===== config.mk =====
export PLATFORM = sky130hd
export DESIGN_NAME = mem_port_arbiter_flat
export DESIGN_NICKNAME = d
export VERILOG_FILES = /design/src/rtl/mem_port_arbiter_pkg.sv /design/src/rtl/mem_port_arbiter_if.sv /design/src/rtl/mem_port_arbiter_arb_prio_pick.sv /design/src/rtl/mem_port_arbiter.sv /design/src/flat_wrapper.sv
export SDC_FILE = /design/constraint.sdc
export NUM_CORES = 1
export LEC_CHECK = 0
export ABC_AREA = 1
export BUFFER_PORTS_ARGS = -buffer_cell sky130_fd_sc_hd__buf_4
export CORE_ASPECT_RATIO = 1.4
export CORE_MARGIN = 1
export CORE_UTILIZATION = 36
export CTS_CLUSTER_SIZE = 20
export DETAILED_ROUTE_END_ITERATION = 6
export PLACE_DENSITY = 0.87
export SLEW_MARGIN = 20
export SYNTH_ARGS = -nofsm -noshare
export SYNTH_HDL_FRONTEND = slang
export SYNTH_SLANG_ARGS = --single-unit

===== constraint.sdc =====
create_clock -name clk -period 3.55 [get_ports clk]
set_input_delay 0.1775 -clock clk [delete_from_list [all_inputs] [get_ports clk]]
set_output_delay 0.1775 -clock clk [all_outputs]
set_load 0.02 [all_outputs]

===== src/rtl/mem_port_arbiter_pkg.sv =====
// Shared types for the unified-memory port arbiter.
package typedefs;

  typedef enum logic {
    ARB_IDLE = 1'b0,
    ARB_WAIT = 1'b1
  } arb_state_t;

  typedef enum logic [1:0] {
    OWN_NONE = 2'd0,
    OWN_LD   = 2'd1,
    OWN_DM   = 2'd2,
    OWN_IF   = 2'd3
  } arb_owner_t;

endpackage


===== src/rtl/mem_port_arbiter_if.sv =====
// Requester, read-return and RAM-side signals of the memory port arbiter.
interface mem_port_arbiter_if #(
  parameter int DATA_W = 16,
  parameter int ADDR_W = 16
);
  logic              ld_req;
  logic              ld_we;
  logic [ADDR_W-1:0] ld_addr;
  logic [DATA_W-1:0] ld_wdata;
  logic              ld_gnt;
  logic              ld_rvalid;

  logic              dm_req;
  logic              dm_we;
  logic [ADDR_W-1:0] dm_addr;
  logic [DATA_W-1:0] dm_wdata;
  logic              dm_gnt;
  logic              dm_rvalid;

  logic              if_req;
  logic [ADDR_W-1:0] if_addr;
  logic              if_gnt;
  logic              if_rvalid;

  logic [DATA_W-1:0] rdata;

  logic              mem_en;
  logic              mem_we;
  logic [ADDR_W-1:0] mem_addr;
  logic [DATA_W-1:0] mem_wdata;
  logic [DATA_W-1:0] mem_rdata;

  logic              busy;

  modport slave (
    input  ld_req, ld_we, ld_addr, ld_wdata,
    input  dm_req, dm_we, dm_addr, dm_wdata,
    input  if_req, if_addr,
    input  mem_rdata,
    output ld_gnt, ld_rvalid, dm_gnt, dm_rvalid, if_gnt, if_rvalid,
    output rdata, mem_en, mem_we, mem_addr, mem_wdata, busy
  );

  modport master (
    output ld_req, ld_we, ld_addr, ld_wdata,
    output dm_req, dm_we, dm_addr, dm_wdata,
    output if_req, if_addr,
    output mem_rdata,
    input  ld_gnt, ld_rvalid, dm_gnt, dm_rvalid, if_gnt, if_rvalid,
    input  rdata, mem_en, mem_we, mem_addr, mem_wdata, busy
  );
endinterface


===== src/rtl/mem_port_arbiter_arb_prio_pick.sv =====
// Combinational winner select: ld > dm > if, with fetch jumping ahead of dm when starved.
module arb_prio_pick
  import typedefs::*;
(
  input  logic       ld_req_i,
  input  logic       dm_req_i,
  input  logic       if_req_i,
  input  logic       starve_i,
  output arb_owner_t winner_o
);

  always_comb begin
    winner_o = OWN_NONE;
    if (ld_req_i) begin
      winner_o = OWN_LD;
    end else if (if_req_i && starve_i) begin
      winner_o = OWN_IF;
    end else if (dm_req_i) begin
      winner_o = OWN_DM;
    end else if (if_req_i) begin
      winner_o = OWN_IF;
    end
  end

endmodule


===== src/rtl/mem_port_arbiter.sv =====
// Shares one single-port RAM among loader, data path and fetch with a single read in flight;
// writes retire on grant, reads return RD_LAT cycles after grant while new grants are held off.
module mem_port_arbiter
  import typedefs::*;
#(
  parameter int DATA_W     = 16,
  parameter int ADDR_W     = 16,
  parameter int RD_LAT     = 1,
  parameter int STARVE_MAX = 4
) (
  input  logic              clk,
  input  logic              rst,
  mem_port_arbiter_if.slave bus
);

  localparam int LAT_W = (RD_LAT > 1) ? $clog2(RD_LAT) : 1;
  localparam int STV_W = $clog2(STARVE_MAX + 1);
  localparam logic [LAT_W-1:0] LAT_INIT = LAT_W'(RD_LAT - 1);
  localparam logic [STV_W-1:0] STV_SAT  = STV_W'(STARVE_MAX);

  if (RD_LAT < 1) begin : g_bad_rd_lat
    $error("mem_port_arbiter: RD_LAT must be at least 1");
  end
  if (STARVE_MAX < 1) begin : g_bad_starve_max
    $error("mem_port_arbiter: STARVE_MAX must be at least 1");
  end

  arb_state_t        state_q, state_d;
  arb_owner_t        owner_q, owner_d;
  logic [LAT_W-1:0]  lat_cnt_q, lat_cnt_d;
  logic [STV_W-1:0]  starve_cnt_q, starve_cnt_d;

  arb_owner_t        winner;
  logic              issue;
  logic              deliver;
  logic              win_we;
  logic [ADDR_W-1:0] win_addr;
  logic [DATA_W-1:0] win_wdata;

  arb_prio_pick u_pick (
    .ld_req_i (bus.ld_req),
    .dm_req_i (bus.dm_req),
    .if_req_i (bus.if_req),
    .starve_i (starve_cnt_q == STV_SAT),
    .winner_o (winner)
  );

  always_comb begin
    win_we    = 1'b0;
    win_addr  = '0;
    win_wdata = '0;
    case (winner)
      OWN_LD: begin
        win_we    = bus.ld_we;
        win_addr  = bus.ld_addr;
        win_wdata = bus.ld_wdata;
      end
      OWN_DM: begin
        win_we    = bus.dm_we;
        win_addr  = bus.dm_addr;
        win_wdata = bus.dm_wdata;
      end
      OWN_IF: begin
        win_addr  = bus.if_addr;
      end
      default: ;
    endcase
  end

  always_comb begin
    state_d      = state_q;
    owner_d      = owner_q;
    lat_cnt_d    = lat_cnt_q;
    starve_cnt_d = starve_cnt_q;
    issue        = 1'b0;
    deliver      = 1'b0;
    case (state_q)
      ARB_IDLE: begin
        if (winner != OWN_NONE) begin
          issue = 1'b1;
          if (!win_we) begin
            owner_d   = winner;
            lat_cnt_d = LAT_INIT;
            state_d   = ARB_WAIT;
          end
        end
        // Count only rounds fetch actually lost to dm; a loader win neither helps nor hurts it.
        if (bus.if_req && (winner == OWN_DM)) begin
          if (starve_cnt_q != STV_SAT) begin
            starve_cnt_d = starve_cnt_q + 1'b1;
          end
        end else if (!bus.if_req || (winner == OWN_IF)) begin
          starve_cnt_d = '0;
        end
      end
      ARB_WAIT: begin
        if (lat_cnt_q == '0) begin
          deliver = 1'b1;
          owner_d = OWN_NONE;
          state_d = ARB_IDLE;
        end else begin
          lat_cnt_d = lat_cnt_q - 1'b1;
        end
      end
      default: state_d = ARB_IDLE;
    endcase
  end

  always_ff @(posedge clk or posedge rst) begin
    if (rst) begin
      state_q      <= ARB_IDLE;
      owner_q      <= OWN_NONE;
      lat_cnt_q    <= '0;
      starve_cnt_q <= '0;
    end else begin
      state_q      <= state_d;
      owner_q      <= owner_d;
      lat_cnt_q    <= lat_cnt_d;
      starve_cnt_q <= starve_cnt_d;
    end
  end

  // Outputs are forced quiet while reset is held, even though requests may already be up.
  logic grant_ok;
  logic deliver_ok;
  assign grant_ok   = issue && !rst;
  assign deliver_ok = deliver && !rst;

  assign bus.ld_gnt    = grant_ok && (winner == OWN_LD);
  assign bus.dm_gnt    = grant_ok && (winner == OWN_DM);
  assign bus.if_gnt    = grant_ok && (winner == OWN_IF);
  assign bus.mem_en    = grant_ok;
  assign bus.mem_we    = grant_ok && win_we;
  assign bus.mem_addr  = grant_ok ? win_addr : '0;
  assign bus.mem_wdata = grant_ok ? win_wdata : '0;

  assign bus.ld_rvalid = deliver_ok && (owner_q == OWN_LD);
  assign bus.dm_rvalid = deliver_ok && (owner_q == OWN_DM);
  assign bus.if_rvalid = deliver_ok && (owner_q == OWN_IF);
  assign bus.rdata     = deliver_ok ? bus.mem_rdata : '0;
  assign bus.busy      = !rst && (state_q == ARB_WAIT);

endmodule


===== src/flat_wrapper.sv =====
// flat-port wrapper written by rule: the top's interface ports become plain ports
module mem_port_arbiter_flat import typedefs::*;
#(
  parameter int DATA_W     = 16,
  parameter int ADDR_W     = 16,
  parameter int RD_LAT     = 1,
  parameter int STARVE_MAX = 4
)
  (clk, rst, bus_ld_req, bus_ld_we, bus_ld_addr, bus_ld_wdata, bus_dm_req, bus_dm_we, bus_dm_addr, bus_dm_wdata, bus_if_req, bus_if_addr, bus_mem_rdata, bus_ld_gnt, bus_ld_rvalid, bus_dm_gnt, bus_dm_rvalid, bus_if_gnt, bus_if_rvalid, bus_rdata, bus_mem_en, bus_mem_we, bus_mem_addr, bus_mem_wdata, bus_busy);
  mem_port_arbiter_if #(.DATA_W(DATA_W), .ADDR_W(ADDR_W)) bus_i ();
  input  logic clk;
  input  logic rst;
  input wire logic [$bits(bus_i.ld_req)-1:0] bus_ld_req;
  input wire logic [$bits(bus_i.ld_we)-1:0] bus_ld_we;
  input wire logic [$bits(bus_i.ld_addr)-1:0] bus_ld_addr;
  input wire logic [$bits(bus_i.ld_wdata)-1:0] bus_ld_wdata;
  input wire logic [$bits(bus_i.dm_req)-1:0] bus_dm_req;
  input wire logic [$bits(bus_i.dm_we)-1:0] bus_dm_we;
  input wire logic [$bits(bus_i.dm_addr)-1:0] bus_dm_addr;
  input wire logic [$bits(bus_i.dm_wdata)-1:0] bus_dm_wdata;
  input wire logic [$bits(bus_i.if_req)-1:0] bus_if_req;
  input wire logic [$bits(bus_i.if_addr)-1:0] bus_if_addr;
  input wire logic [$bits(bus_i.mem_rdata)-1:0] bus_mem_rdata;
  output wire logic [$bits(bus_i.ld_gnt)-1:0] bus_ld_gnt;
  output wire logic [$bits(bus_i.ld_rvalid)-1:0] bus_ld_rvalid;
  output wire logic [$bits(bus_i.dm_gnt)-1:0] bus_dm_gnt;
  output wire logic [$bits(bus_i.dm_rvalid)-1:0] bus_dm_rvalid;
  output wire logic [$bits(bus_i.if_gnt)-1:0] bus_if_gnt;
  output wire logic [$bits(bus_i.if_rvalid)-1:0] bus_if_rvalid;
  output wire logic [$bits(bus_i.rdata)-1:0] bus_rdata;
  output wire logic [$bits(bus_i.mem_en)-1:0] bus_mem_en;
  output wire logic [$bits(bus_i.mem_we)-1:0] bus_mem_we;
  output wire logic [$bits(bus_i.mem_addr)-1:0] bus_mem_addr;
  output wire logic [$bits(bus_i.mem_wdata)-1:0] bus_mem_wdata;
  output wire logic [$bits(bus_i.busy)-1:0] bus_busy;
  assign bus_i.ld_req = bus_ld_req;
  assign bus_i.ld_we = bus_ld_we;
  assign bus_i.ld_addr = bus_ld_addr;
  assign bus_i.ld_wdata = bus_ld_wdata;
  assign bus_i.dm_req = bus_dm_req;
  assign bus_i.dm_we = bus_dm_we;
  assign bus_i.dm_addr = bus_dm_addr;
  assign bus_i.dm_wdata = bus_dm_wdata;
  assign bus_i.if_req = bus_if_req;
  assign bus_i.if_addr = bus_if_addr;
  assign bus_i.mem_rdata = bus_mem_rdata;
  assign bus_ld_gnt = bus_i.ld_gnt;
  assign bus_ld_rvalid = bus_i.ld_rvalid;
  assign bus_dm_gnt = bus_i.dm_gnt;
  assign bus_dm_rvalid = bus_i.dm_rvalid;
  assign bus_if_gnt = bus_i.if_gnt;
  assign bus_if_rvalid = bus_i.if_rvalid;
  assign bus_rdata = bus_i.rdata;
  assign bus_mem_en = bus_i.mem_en;
  assign bus_mem_we = bus_i.mem_we;
  assign bus_mem_addr = bus_i.mem_addr;
  assign bus_mem_wdata = bus_i.mem_wdata;
  assign bus_busy = bus_i.busy;
  mem_port_arbiter #(.DATA_W(DATA_W), .ADDR_W(ADDR_W), .RD_LAT(RD_LAT), .STARVE_MAX(STARVE_MAX)) u_core (.clk(clk), .rst(rst), .bus(bus_i));
endmodule

==> run_results.csv <==
group,metric,value,unit
status,status,"completed",
logic_synthesis,synth.area.top_cells,"nand2_1, inv_1, dfrtp_1, nand3_1, nor2_1",
setup_path,path_cells,"inv_1, ha_1, nand3_1, nand3_1, inv_1, ha_1, buf_4, nand2_1, nand3_1, nand2_1, inv_1, buf_4",
clocking,h-tree-depth,1,
clocking,cts_tree,"yes",
timing,clock.fmax,373,MHz
logic_synthesis,syn_avg_cell_area,5.04,µm²
placement,dpl.hpwl,4370,µm
timing,maxSlewViolCount,0,
floorplanning,die_area,4010,µm²
drt,ant_nets,0,
logic_synthesis,synth_largest_area_cell,"nand2_1",
setup_path,slowest_stage,"ha_1",
logic_synthesis,yosysMostFrequentCell,"nand2_1",
final_layout,drive_above_1_share,43.0,%
floorplanning,initial_core_util,37.4,%
final_layout,final_nets,530,
clocking,clockBufferDepth,2,
final_layout,fill_cells,338,
logic_synthesis,synth_commonest_cells,"nand2_1, inv_1, nand3_1, nor2_1, a21oi_2",
flow_run,maxCapViolCount,0,
final_layout,syn2layout_area_growth,90.6,%
clocking,clockRootBuffer,"clkbuf_8",
global_routing,grt_pass1_wl,7940,µm
floorplanning,rows,26,
logic_synthesis,synth_warnings,0,
global_routing,grt_pass1_vias,1732,
setup_path,crit_fanout,18,
placement,place_area,2520,µm²
hold_path,min_path_cells,5,
timing,slew_headroom,56.1,%
drt,drc,0,
floorplanning,die-height,74.5,µm
setup_path,crit_path_end_kind,"output port",
timing,holdWs,0.376,ns
setup_path,timing_worst_setup_path_type,"reg -> out",
drt,dr.pass1.iters,4,
placement,numPortBuffers,159,
pwr,leakagePower,0.00162,µW
logic_synthesis,synth_edf_count,0,
floorplanning,io_pins,160,
drt,route.vias.total,2047,
placement,place_congestion,0.928,
global_routing,overflow,0,
hold_path,hp-class,"in -> reg",
timing,period_share,75.6,%
logic_synthesis,async_flop_share,100,%
timing,finalSetupViolCount,0,
setup_path,crit_cells,12,
logic_synthesis,ys_types,18,
setup_path,path_buf_inv,5,
setup_path,path_delay_family,"adder cells",
setup_path,start_kind,"register",
global_routing,grt_max_degree,27,
clocking,clk_pin_slew,0.03,ns
global_routing,grt_usage,26.5,%
clocking,clock_latency,0.22,ns
floorplanning,core_area,3610,µm²
timing,finClkSkew,0.00307,ns
placement,dp_worst_setup_slack,1.10,ns
pwr,ir_drop,0.285,mV
logic_synthesis,syn_inst,268,
timing,worst_slack,0.866,ns
drt,drt_wl_total,5390,µm
setup_path,critPathArrivalTime,2.51,ns
logic_synthesis,synth-seq-cells,6,
clocking,cts_sinks,6,
clocking,cts-resized-gates,0,
setup_path,rr_worst_depth,12,
timing,setup_tns,0,ns
logic_synthesis,synth_top_area_share,32.5,%
pwr,p_per_area,202,nW/µm²
global_routing,antenna_found_initial,0,
floorplanning,fp.dieW,53.8,µm
clocking,numCtsBuffers,3,
setup_path,required,3.37,ns
drt,detail_route.vias_per_cell,4.44,
timing,grt_setup_unrepaired,"false",
timing,max_slew.worst_pin.slew,0.659,ns
timing,finalHoldViolCount,0,
final_layout,stdcell_area,2570,µm²
logic_synthesis,ys.flop_type,"dfrtp_1",
logic_synthesis,synth_seq_area_share,11.1,%
logic_synthesis,syn_nets,377,
timing,min_period,2.68,ns
setup_path,slowest_delay,0.59,ns
logic_synthesis,syn_area,1350,µm²
final_layout,antennaDiodeCount,0,
drt,post_drt_wl_per_cell,11.7,µm
drt,drt_iter0_markers,45,
==> path summary, 6_finish.rpt <==
path                                        start                endpoint  slack [ns]
min in group asynchronous                     rst  u_core.starve_cnt_q[2]        0.48
setup / recovery           u_core.starve_cnt_q[0]         bus_mem_addr[7]        0.87
hold reg to reg            u_core.starve_cnt_q[1]  u_core.starve_cnt_q[1]        0.51
max in group asynchronous                     rst       u_core.owner_q[1]        2.84
hold / removal                         bus_if_req  u_core.starve_cnt_q[2]        0.38
setup reg to reg           u_core.starve_cnt_q[0]  u_core.starve_cnt_q[0]        1.32
==> cell families after synthesis <==
family / synth area share, %
AND/OR/NAND/NOR: 53.0
flip-flops: 11.1
adder cells (fa/ha/maj): 5.56
buffers and inverters: 21.3
AO/OA/AOI/OAI: 9.07
==> worst register-to-register path, stage by stage (launching register included) <==
cell and delay, ns:
dfrtp_1 0.36, inv_1 0.06, ha_1 0.21, nand3_1 0.08, nand3_1 0.14, inv_1 0.11, ha_1 0.59, nand2_1 0.19
nor2_1 0.16, nor2_2 0.07, inv_1 0.09, nand2_1 0.06, nand2_1 0.06
==> routing by layer <==
layer | track usage (%) | share of wire [%]
met1 | 31.5 | 39
met2 | 45.3 | 50
met4 | 7.31 | 1.4
met5 | 0 | 0
met3 | 7.57 | 9.3
==> timing repair <==
action,in CTS,in global routing
setup endpoints to repair,0,0
hold endpoints to repair,6,0
hold buffers,1,0
buffers inserted,0,0
==> area by class of cell <==
cell class	instances	area [µm²]	area share [%]
Clock buffer	3	41.3	1.60
Inverter	53	206	8.02
Multi-Input combinational cell	196	913	35.5
Sequential cell	6	150	5.83
Tap cell	42	52.6	2.04
Timing Repair Buffer	161	1210	47.0
==> through the flow <==
stage / total power, µW / cells / util, %
3_5_place_dp: 420 / 457 / 69.9
5_1_grt: 562 / 461 / 71.3
4_1_cts: 524 / 461 / 71.3
3_3_place_gp: 416 / 457 / 69.9
2_1_floorplan: 261 / 268 / -
6_report: 520 / 461 / 71.3
==> cell usage in the layout, fill, tap and decap left out, drive strengths merged <==
cell | netlist | routed
nand3 | 24 | 24
a21oi | 17 | 17
dlygate4sd3 | 0 | 1
nand2 | 119 | 119
ha | 6 | 6
nor3 | 3 | 3
clkbuf | 1 | 3
nor2 | 27 | 27
dfrtp | 6 | 6
buf | 12 | 160
inv | 53 | 53
==> state kept, by name, indices dropped and copies added (netlist names) <==
register,cells
u_core.state_q,1
u_core.starve_cnt_q,3
u_core.owner_q,2
==> power breakdown <==
group	switching, µW	internal (µW)	leakage [µW]
combinational	180	158	0.00152
clock	26.9	72.6	0.0000216
sequential	6.38	75.9	0.0000797
Power figures use the tool's default switching activity.
